**config.mk**
```make
export PLATFORM = sky130hd
export DESIGN_NAME = song_sequencer_flat
export DESIGN_NICKNAME = d
export VERILOG_FILES = /design/src/rtl/song_sequencer_if.sv /design/src/rtl/song_sequencer.sv /design/src/flat_wrapper.sv
export SDC_FILE = /design/constraint.sdc
export NUM_CORES = 1
export LEC_CHECK = 0
export ABC_AREA = 1
export CAP_MARGIN = 20
export CORE_MARGIN = 4
export CORE_UTILIZATION = 45
export CTS_CLUSTER_DIAMETER = 30
export DETAILED_ROUTE_END_ITERATION = 10
export PLACE_DENSITY = 0.82
export SKIP_CTS_REPAIR_TIMING = 1
export SLEW_MARGIN = 25
export SYNTH_ARGS = -nofsm -noshare
export SYNTH_HDL_FRONTEND = slang
export SYNTH_SLANG_ARGS = --single-unit
```
**constraint.sdc**
```tcl
create_clock -name clk -period 2.2 [get_ports clk]
set_clock_uncertainty 0.15 [all_clocks]
set_input_delay 0.55 -clock clk [delete_from_list [all_inputs] [get_ports clk]]
set_output_delay 0.55 -clock clk [all_outputs]
set_load 0.005 [all_outputs]
```
**src/rtl/song_sequencer_if.sv**
```systemverilog
// Song sequencer bus: synchronous ROM read port plus the note-player control and
// note-complete handshake.
interface song_sequencer_if #(
    parameter int unsigned OCTAVE_BITS = 3,
    parameter int unsigned NOTE_BITS   = 3,
    parameter int unsigned LENGTH_BITS = 3,
    parameter int unsigned ADDR_BITS   = 8
);
    localparam int unsigned WORD_BITS = 2 + OCTAVE_BITS + NOTE_BITS + LENGTH_BITS;

    logic [ADDR_BITS-1:0]   rom_addr;
    logic [WORD_BITS-1:0]   rom_data;
    logic                   snd_en;
    logic [OCTAVE_BITS-1:0] snd_octave;
    logic [NOTE_BITS-1:0]   snd_note;
    logic [LENGTH_BITS-1:0] snd_length;
    logic                   snd_mute;
    logic                   snd_over;

    modport master (
        output rom_addr,
        input  rom_data,
        output snd_en,
        output snd_octave,
        output snd_note,
        output snd_length,
        output snd_mute,
        input  snd_over
    );

    modport slave (
        input  rom_addr,
        output rom_data,
        input  snd_en,
        input  snd_octave,
        input  snd_note,
        input  snd_length,
        input  snd_mute,
        output snd_over
    );
endinterface

```
**src/rtl/song_sequencer.sv**
```systemverilog
// Song sequencer: walks note words in a synchronous song ROM, hands each one to the note
// player and waits for its over flag, with a fixed silent gap between notes.
module song_sequencer #(
    parameter int unsigned OCTAVE_BITS = 3,
    parameter int unsigned NOTE_BITS   = 3,
    parameter int unsigned LENGTH_BITS = 3,
    parameter int unsigned ADDR_BITS   = 8,
    parameter int unsigned GAP_CYCLES  = 1000000
) (
    input  logic                 clk,
    input  logic                 rst_n,
    input  logic                 start,
    input  logic                 stop,
    input  logic                 pause,
    input  logic [ADDR_BITS-1:0] song_base,
    song_sequencer_if.master     bus,
    output logic                 busy,
    output logic                 done,
    output logic [ADDR_BITS-1:0] cur_index
);
    localparam int unsigned NoteLsb = LENGTH_BITS;
    localparam int unsigned OctLsb  = LENGTH_BITS + NOTE_BITS;
    localparam int unsigned RestBit = OctLsb + OCTAVE_BITS;
    localparam int unsigned EndBit  = RestBit + 1;
    localparam int unsigned GapW    = (GAP_CYCLES > 1) ? $clog2(GAP_CYCLES) : 1;
    localparam logic [GapW-1:0] GapLast = GapW'(GAP_CYCLES - 1);

    typedef enum logic [2:0] {
        StIdle,
        StFetch,
        StLatch,
        StPlay,
        StGap
    } state_e;

    state_e              state_q;
    logic [ADDR_BITS-1:0] base_q;
    logic [GapW-1:0]      gap_cnt_q;
    logic                 armed_q;
    logic                 word_end;
    logic                 gap_exit;

    assign bus.rom_addr = base_q + cur_index;
    assign word_end     = bus.rom_data[EndBit];
    assign gap_exit     = (gap_cnt_q == GapLast) && !pause;

    // done is decoded from the current state so it appears in the LATCH cycle that sees the
    // end word, one cycle ahead of the IDLE transition; stop suppresses it.
    assign done = !stop && (((state_q == StLatch) && word_end) ||
                            ((state_q == StGap) && gap_exit && (cur_index == '1)));

    always_ff @(posedge clk or negedge rst_n) begin
        if (!rst_n) begin
            state_q        <= StIdle;
            base_q         <= '0;
            gap_cnt_q      <= '0;
            armed_q        <= 1'b0;
            busy           <= 1'b0;
            cur_index      <= '0;
            bus.snd_en     <= 1'b0;
            bus.snd_mute   <= 1'b0;
            bus.snd_octave <= '0;
            bus.snd_note   <= '0;
            bus.snd_length <= '0;
        end else if (stop) begin
            state_q      <= StIdle;
            armed_q      <= 1'b0;
            busy         <= 1'b0;
            bus.snd_en   <= 1'b0;
            bus.snd_mute <= 1'b0;
        end else begin
            case (state_q)
                StIdle: begin
                    if (start) begin
                        base_q    <= song_base;
                        cur_index <= '0;
                        busy      <= 1'b1;
                        state_q   <= StFetch;
                    end
                end
                StFetch: state_q <= StLatch;
                StLatch: begin
                    if (word_end) begin
                        busy    <= 1'b0;
                        state_q <= StIdle;
                    end else begin
                        bus.snd_octave <= bus.rom_data[OctLsb +: OCTAVE_BITS];
                        bus.snd_note   <= bus.rom_data[NoteLsb +: NOTE_BITS];
                        bus.snd_length <= bus.rom_data[0 +: LENGTH_BITS];
                        bus.snd_mute   <= bus.rom_data[RestBit];
                        bus.snd_en     <= 1'b1;
                        armed_q        <= 1'b0;
                        state_q        <= StPlay;
                    end
                end
                StPlay: begin
                    // The player's over flag is stale-high on the first enabled cycle, so it
                    // only counts once it has been seen low.
                    if (!bus.snd_over) begin
                        armed_q <= 1'b1;
                    end else if (armed_q) begin
                        armed_q      <= 1'b0;
                        bus.snd_en   <= 1'b0;
                        bus.snd_mute <= 1'b0;
                        gap_cnt_q    <= '0;
                        state_q      <= StGap;
                    end
                end
                StGap: begin
                    if (gap_cnt_q != GapLast) begin
                        gap_cnt_q <= gap_cnt_q + 1'b1;
                    end else if (!pause) begin
                        if (cur_index == '1) begin
                            busy    <= 1'b0;
                            state_q <= StIdle;
                        end else begin
                            cur_index <= cur_index + 1'b1;
                            state_q   <= StFetch;
                        end
                    end
                end
                default: state_q <= StIdle;
            endcase
        end
    end
endmodule
```
**src/flat_wrapper.sv**
```systemverilog
// flat-port wrapper written by rule: the top's interface ports become plain ports
module song_sequencer_flat 
#(
    parameter int unsigned OCTAVE_BITS = 3,
    parameter int unsigned NOTE_BITS   = 3,
    parameter int unsigned LENGTH_BITS = 3,
    parameter int unsigned ADDR_BITS   = 8,
    parameter int unsigned GAP_CYCLES  = 1000000
)
  (clk, rst_n, start, stop, pause, song_base, busy, done, cur_index, bus_rom_addr, bus_rom_data, bus_snd_en, bus_snd_octave, bus_snd_note, bus_snd_length, bus_snd_mute, bus_snd_over);
  song_sequencer_if #(.OCTAVE_BITS(OCTAVE_BITS), .NOTE_BITS(NOTE_BITS), .LENGTH_BITS(LENGTH_BITS), .ADDR_BITS(ADDR_BITS)) bus_i ();
  input  logic clk;
  input  logic rst_n;
  input  logic start;
  input  logic stop;
  input  logic pause;
  input  logic [ADDR_BITS-1:0] song_base;
  output logic busy;
  output logic done;
  output logic [ADDR_BITS-1:0] cur_index;
  output wire logic [$bits(bus_i.rom_addr)-1:0] bus_rom_addr;
  input wire logic [$bits(bus_i.rom_data)-1:0] bus_rom_data;
  output wire logic [$bits(bus_i.snd_en)-1:0] bus_snd_en;
  output wire logic [$bits(bus_i.snd_octave)-1:0] bus_snd_octave;
  output wire logic [$bits(bus_i.snd_note)-1:0] bus_snd_note;
  output wire logic [$bits(bus_i.snd_length)-1:0] bus_snd_length;
  output wire logic [$bits(bus_i.snd_mute)-1:0] bus_snd_mute;
  input wire logic [$bits(bus_i.snd_over)-1:0] bus_snd_over;
  assign bus_rom_addr = bus_i.rom_addr;
  assign bus_i.rom_data = bus_rom_data;
  assign bus_snd_en = bus_i.snd_en;
  assign bus_snd_octave = bus_i.snd_octave;
  assign bus_snd_note = bus_i.snd_note;
  assign bus_snd_length = bus_i.snd_length;
  assign bus_snd_mute = bus_i.snd_mute;
  assign bus_i.snd_over = bus_snd_over;
  song_sequencer #(.OCTAVE_BITS(OCTAVE_BITS), .NOTE_BITS(NOTE_BITS), .LENGTH_BITS(LENGTH_BITS), .ADDR_BITS(ADDR_BITS), .GAP_CYCLES(GAP_CYCLES)) u_core (.clk(clk), .rst_n(rst_n), .start(start), .stop(stop), .pause(pause), .song_base(song_base), .bus(bus_i), .busy(busy), .done(done), .cur_index(cur_index));
endmodule
```
==> results of run 1 <==
power by group through the flow:
stage	Sequential, mW	Combinational, mW	Clock (mW)
3_5_place_dp	1.40	1.85	0
2_1_floorplan	1.42	0.882	0
4_1_cts	1.39	1.86	0.578
6_report	1.40	1.90	0.568
3_3_place_gp	1.38	1.79	0
5_1_grt	1.43	2.07	0.607
worst min-delay path by stage:
stage,from,endpoint,slack [ps],cells after the start
global route,rst_n,u_core.base_q[4],60,1
finish,rst_n,u_core.base_q[4],30,1
CTS,rst_n,u_core.base_q[4],40,1
global placement,u_core.busy,u_core.busy,310,2
floorplan,rst_n,u_core.armed_q,100,0
detailed placement,u_core.busy,u_core.busy,310,2
area by class of cell:
type	count	area share [%]
Clock inverter	2	0.2893
Timing Repair Buffer	133	24.01
Inverter	40	3.156
Sequential cell	52	27.38
Clock buffer	6	1.526
Multi-Input combinational cell	329	41.03
Tap cell	99	2.604
state kept, by name, indices dropped and copies added, names as in the netlist:
register,cells
u_core.armed_q,1
u_core.state_q,3
u_core.bus.snd_octave,3
u_core.cur_index,8
u_core.base_q,8
u_core.gap_cnt_q,20
u_core.bus.snd_mute,1
u_core.busy,1
u_core.bus.snd_length,3
u_core.bus.snd_note,3
u_core.bus.snd_en,1
cells in the mapped netlist (3+ instances only):
master / number
buf_2: 3
o21ai_0: 7
buf_6: 3
mux2_2: 8
inv_1: 38
nand3_2: 3
a21oi_1: 9
xor2_1: 22
nand2_1: 133
nor2_4: 3
ha_1: 9
o21ai_2: 7
nand2_2: 6
nor2_2: 5
nor2_1: 51
mux2_4: 9
dfrtp_1: 52
nand3_1: 35
nand4_1: 4
xnor2_1: 3
cells by family (layout without fill, tap and decap cells):
kind of cell / count (synthesis) / in the layout / synth area share (%)
xor gates and xnor gates: 25 / 25 / 6.486
DFF: 52 / 52 / 38.55
and+or+nand+nor: 250 / 250 / 33.06
buffers and inverters: 49 / 181 / 6.338
adders and majority gates: 10 / 10 / 3.929
muxes: 17 / 17 / 6.672
AOI/OAI and AO/OA: 27 / 27 / 4.967
layer usage:
metal | track usage [%] | up-vias | part of all wire, %
met4 | 6.250 | 0 | 2.1
met2 | 35.88 | 95 | 53
met5 | 0 | - | 0
met1 | 25.88 | 1615 | 41
met3 | 2.789 | 18 | 4.2
li1 | - | 1621 | -
==> results.cfg, run 1 <==
[floorplan]
io_pins = 54
die_h_um = 94.61
core-area_um2 = 7253
die_w_um = 94.61
rows = 31
die_area_um2 = 8951
initial_core_util_pct = 46.54

[finish]
diodes = 0
final_common_cell = nand2_1
syn2layout_area_growth_pct = 40.92
utilization_pct = 65.59
post-route-cell-area_um2 = 4757
nFillCells = 552
layout.nets = 596
multi_input_area_um2 = 1952
seq_area_um2 = 1303
drive_above_1_share_pct = 28.65
final_cell_count_no_fill = 661
layout_common_cells = nand2_1, buf_4, dfrtp_1

[routing]
via_per_inst = 5.067
vias = 3349
drt_iter0_markers = 214
wl_um = 9574
antenna_left = 0
wire_per_inst_um = 14.48
drc = 0
first_pass_iters = 5

[sta]
tightest_slew_ps = 504.9
setup_slack_ps = -437.7
max_slew_margin_pct = 66.34
period_share_pct = 119.9
final.setup.tns_ps = -2409
drv_slew = 0
setup_viol = 8
rsz0062_at_grt = yes
holdWs_ps = 29.83
fmax_mhz = 379.1
period_needed_ps = 2638
hold_violations = 0

[synth]
ys_types = 35
syn-mean-instance-area_um2 = 7.851
synth_warnings = 0
ys_ff_latch = 52
synth-seq-area-share_pct = 38.55
synth_edf_count = 0
synthFlopType = dfrtp_1
syn_inst = 430
synth_top_area_share_pct = 38.55
synth_area_leaders = dfrtp_1, nand2_1, xor2_1, nor2_1, nand3_1
synth_fp_nets = 465
synth_largest_area_cell = dfrtp_1
mappedNetlistArea_um2 = 3376
synthArstFlopShare_pct = 100.0

[power]
swShare_pct = 35.63
internal_power_mw = 2.491
ir_worst_vdd_v = 0.0006345
leakage_nw = 2.311
p_total_mw = 3.870
power_density_nw_per_um2 = 813.5
p_comb_share_pct = 49.1
seq_power_share_pct = 36.2
power_switching_mw = 1.379
clockPowerShare_pct = 14.7

[critical_path]
crit_start = u_core.cur_index[0]
r2r-end = u_core.cur_index[2]
worstPathMaxFanout = 2
critPathRequiredTime_ps = 1500
slowest_delay_ps = 400
crit_type = register to output pin
worstSetupEndpointType = output pin
cp-start-kind = register
critPathBufInv = 1
rr_worst_depth = 10
cp_top_family = adder cells
arrival_ps = 1940
critPathSlowestCell = dfrtp_1
timing.rr.start = u_core.state_q[1]
crit_top_cell = nand3_2
endpoint = bus_rom_addr[6]
worst-path-stages = 8
critical_path.cell_chain = ha_2, fa_2, nand3_2, nand3_2, a21oi_2, o21ai_1, xor2_1, buf_2
reg2reg_slack_ps = 230

[place]
dp_worst_setup_slack_ps = -441.5
dp_hpwl_um = 6878
portBuffers = 53
gp_congestion = 0.9635
place_inst = 647
placed_cell_area_um2 = 4572

[clocking]
clk_pin_slew_ps = 110
clk_latency_ps = 320
cts_buffers = 5
clk_path_buf_depth = 2
cts_root_buf = clkbuf_8
cts_tree = built
htreeDepth = 2
cts.sinks = 52

[grt]
grt_overflow = 0
grt_usage_pct = 20.39
antenna_found_initial = 0
grt_pass1_vias = 3247
grt_first_pass_wirelength_um = 14610
grt_max_degree = 34

[status]
status = finished with violations
violations = negative setup slack

[job]
maxCapViolations = 0

[hold_path]
min_path_type = input pin to async pin
Power figures use the tool's default switching activity.
==> inputs of run 2 (changes only) <==
--- a/config.mk
+++ b/config.mk
@@ -5,13 +5,12 @@
 export SDC_FILE = /design/constraint.sdc
 export NUM_CORES = 1
 export LEC_CHECK = 0
-export ABC_AREA = 1
 export CAP_MARGIN = 20
 export CORE_MARGIN = 4
 export CORE_UTILIZATION = 45
 export CTS_CLUSTER_DIAMETER = 30
 export DETAILED_ROUTE_END_ITERATION = 10
-export PLACE_DENSITY = 0.82
+export PLACE_DENSITY = 0.83
 export SKIP_CTS_REPAIR_TIMING = 1
 export SLEW_MARGIN = 25
 export SYNTH_ARGS = -nofsm -noshare
==> run 2 against run 1 <==
Global-route usage rose by 1.8 points. Synthesized area shrank 14%. Combinational power shrank 68%. Largest power group is now sequential cells. First-iteration DRC count shrank 14%. The run still ends with negative setup slack left. Sequential power is 20% lower. Critical path depth shrank 2. Register-to-register slack lost 630 ps.
==> results.cfg, run 2 <==
[clocking]
clk_pin_slew_ps = 100
cts.sinks = 52
clk_path_buf_depth = 2
htreeDepth = 2
cts_buffers = 5
cts_root_buf = clkbuf_8
cts_tree = built
clk_latency_ps = 320

[critical_path]
critPathRequiredTime_ps = 1500
rr_worst_depth = 7
worstPathMaxFanout = 2
r2r-end = u_core.cur_index[1]
cp-start-kind = register
crit_type = register to output pin
reg2reg_slack_ps = -400
timing.rr.start = u_core.gap_cnt_q[8]
arrival_ps = 2520
worstSetupEndpointType = output pin

[floorplan]
io_pins = 54
die_h_um = 88.09
initial_core_util_pct = 47.63
core-area_um2 = 6061
die_area_um2 = 7760
rows = 28
die_w_um = 88.09

[finish]
drive_above_1_share_pct = 34.78
nFillCells = 378
diodes = 0
layout.nets = 471
reg_top3 = u_core.gap_cnt_q (20), u_core.base_q (8), u_core.cur_index (8)
top_register = u_core.gap_cnt_q
largest_reg_flops = 20
syn2layout_area_growth_pct = 52.36
final_common_cell = buf_4
utilization_pct = 72.56
layout_common_cells = buf_4, dfrtp_1, clkdlybuf4s50_1

[synth]
ys_types = 52
ys_ff_latch = 52
synthArstFlopShare_pct = 100.0
synthFlopType = dfrtp_1
synth-seq-area-share_pct = 45.08
ys_top_cells_by_count = dfrtp_1, nand2_1, o21ai_0, nor2_1, a21oi_1
synth_largest_area_cell = dfrtp_1
synth_warnings = 0
synth_area_leaders = dfrtp_1, mux2_2, o21ai_0, ha_1, nand2_1
syn_inst = 300
syn-mean-instance-area_um2 = 9.622
synth_top_area_share_pct = 45.08
synth.most_common_cell = dfrtp_1
mappedNetlistArea_um2 = 2887
synth_edf_count = 0
synth_fp_nets = 335

[grt]
grt_overflow = 0
antenna_found_initial = 0
grt_first_pass_wirelength_um = 13560
grt_usage_pct = 22.22
grt_max_degree = 53
grt_pass1_vias = 2948

[sta]
period_needed_ps = 3217
tightest_slew_ps = 410.0
setup_viol = 20
hold_violations = 0
holdWs_ps = 58.72
drv_slew = 0
final.setup.tns_ps = -6874
setup_slack_ps = -1017
rsz0062_at_grt = yes
max_slew_margin_pct = 72.32
period_share_pct = 146.2
fmax_mhz = 310.9

[hold_path]
min_path_type = input pin to async pin

[status]
violations = negative setup slack
status = finished with violations

[place]
dp_hpwl_um = 6055
portBuffers = 53
dp_worst_setup_slack_ps = -1162
gp_congestion = 0.9123

[routing]
drt_iter0_markers = 185
wire_per_inst_um = 17.19
via_per_inst = 5.693
vias = 2915
drc = 0
antenna_left = 0
wl_um = 8799
first_pass_iters = 4

[job]
maxCapViolations = 0

[power]
p_total_mw = 2.320
power_density_nw_per_um2 = 527.4
ir_worst_vdd_v = 0.0005198
leakage_nw = 1.959
==> run 2: power breakdown <==
group / switching [mW] / internal (mW)
registers: 0.0635 / 1.06
logic: 0.224 / 0.381
clock network: 0.360 / 0.235
==> run 2: cell families after synthesis <==
logic type / count (synthesis) / synth area share [%]
xor gates and xnor gates: 7 / 2.124
DFF: 52 / 45.08
muxes: 21 / 8.192
and+or+nand+nor: 117 / 21.80
AOI/OAI and AO/OA: 77 / 16.04
adders and majority gates: 10 / 4.595
buffers and inverters: 16 / 2.168
==> run 2: through the flow <==
| step | instances | instance area [um^2] |
|---|---|---|
| floorplan | 300 | 2994 |
| finish | 512 | 4398 |
| global route | 512 | 4398 |
| CTS | 502 | 4253 |
| detailed placement | 494 | 4158 |
| global placement | 494 | 4158 |
==> run 2: area by class of cell <==
| class | instances | area [um^2] | share of cell area, % |
|---|---|---|---|
| Clock buffer | 5 | 68.82 | 1.565 |
| Clock inverter | 3 | 26.28 | 0.5974 |
| Inverter | 7 | 26.28 | 0.5974 |
| Multi-Input combinational cell | 232 | 1704 | 38.75 |
| Sequential cell | 52 | 1304 | 29.64 |
| Tap cell | 75 | 93.84 | 2.134 |
| Timing Repair Buffer | 138 | 1175 | 26.71 |
==> run 2: how the worst max path moves through the flow <==
stage	start	endpoint	slack [ps]	depth (start not counted)
4_1_cts	u_core.gap_cnt_q[15]	done	-1520	6
5_1_grt	u_core.gap_cnt_q[8]	done	-1100	6
3_5_place_dp	u_core.gap_cnt_q[15]	done	-1160	6
3_3_place_gp	u_core.gap_cnt_q[15]	done	-1120	6
2_1_floorplan	u_core.gap_cnt_q[13]	done	-680	5
6_report	u_core.gap_cnt_q[8]	done	-1020	6
==> run 2: routing by layer <==
layer / part of all wire [%] / vias to the layer above / track usage, % / routed length, um
met2: 52 / 117 / 38.08 / 4547
met3: 6.4 / 27 / 5.268 / 564
li1: - / 1374 / - / -
met1: 39 / 1397 / 27.26 / 3419
met4: 3.0 / 0 / 8.242 / 267
met5: 0 / - / 0 / 0
==> run 2: critical path, cell delays in order (launching register included) <==
cell and delay [ps]:
dfrtp_1 390, or4b_4 550, or4_4 430, or2_4 250, o41a_1 350, nor2_1 110, buf_2 120
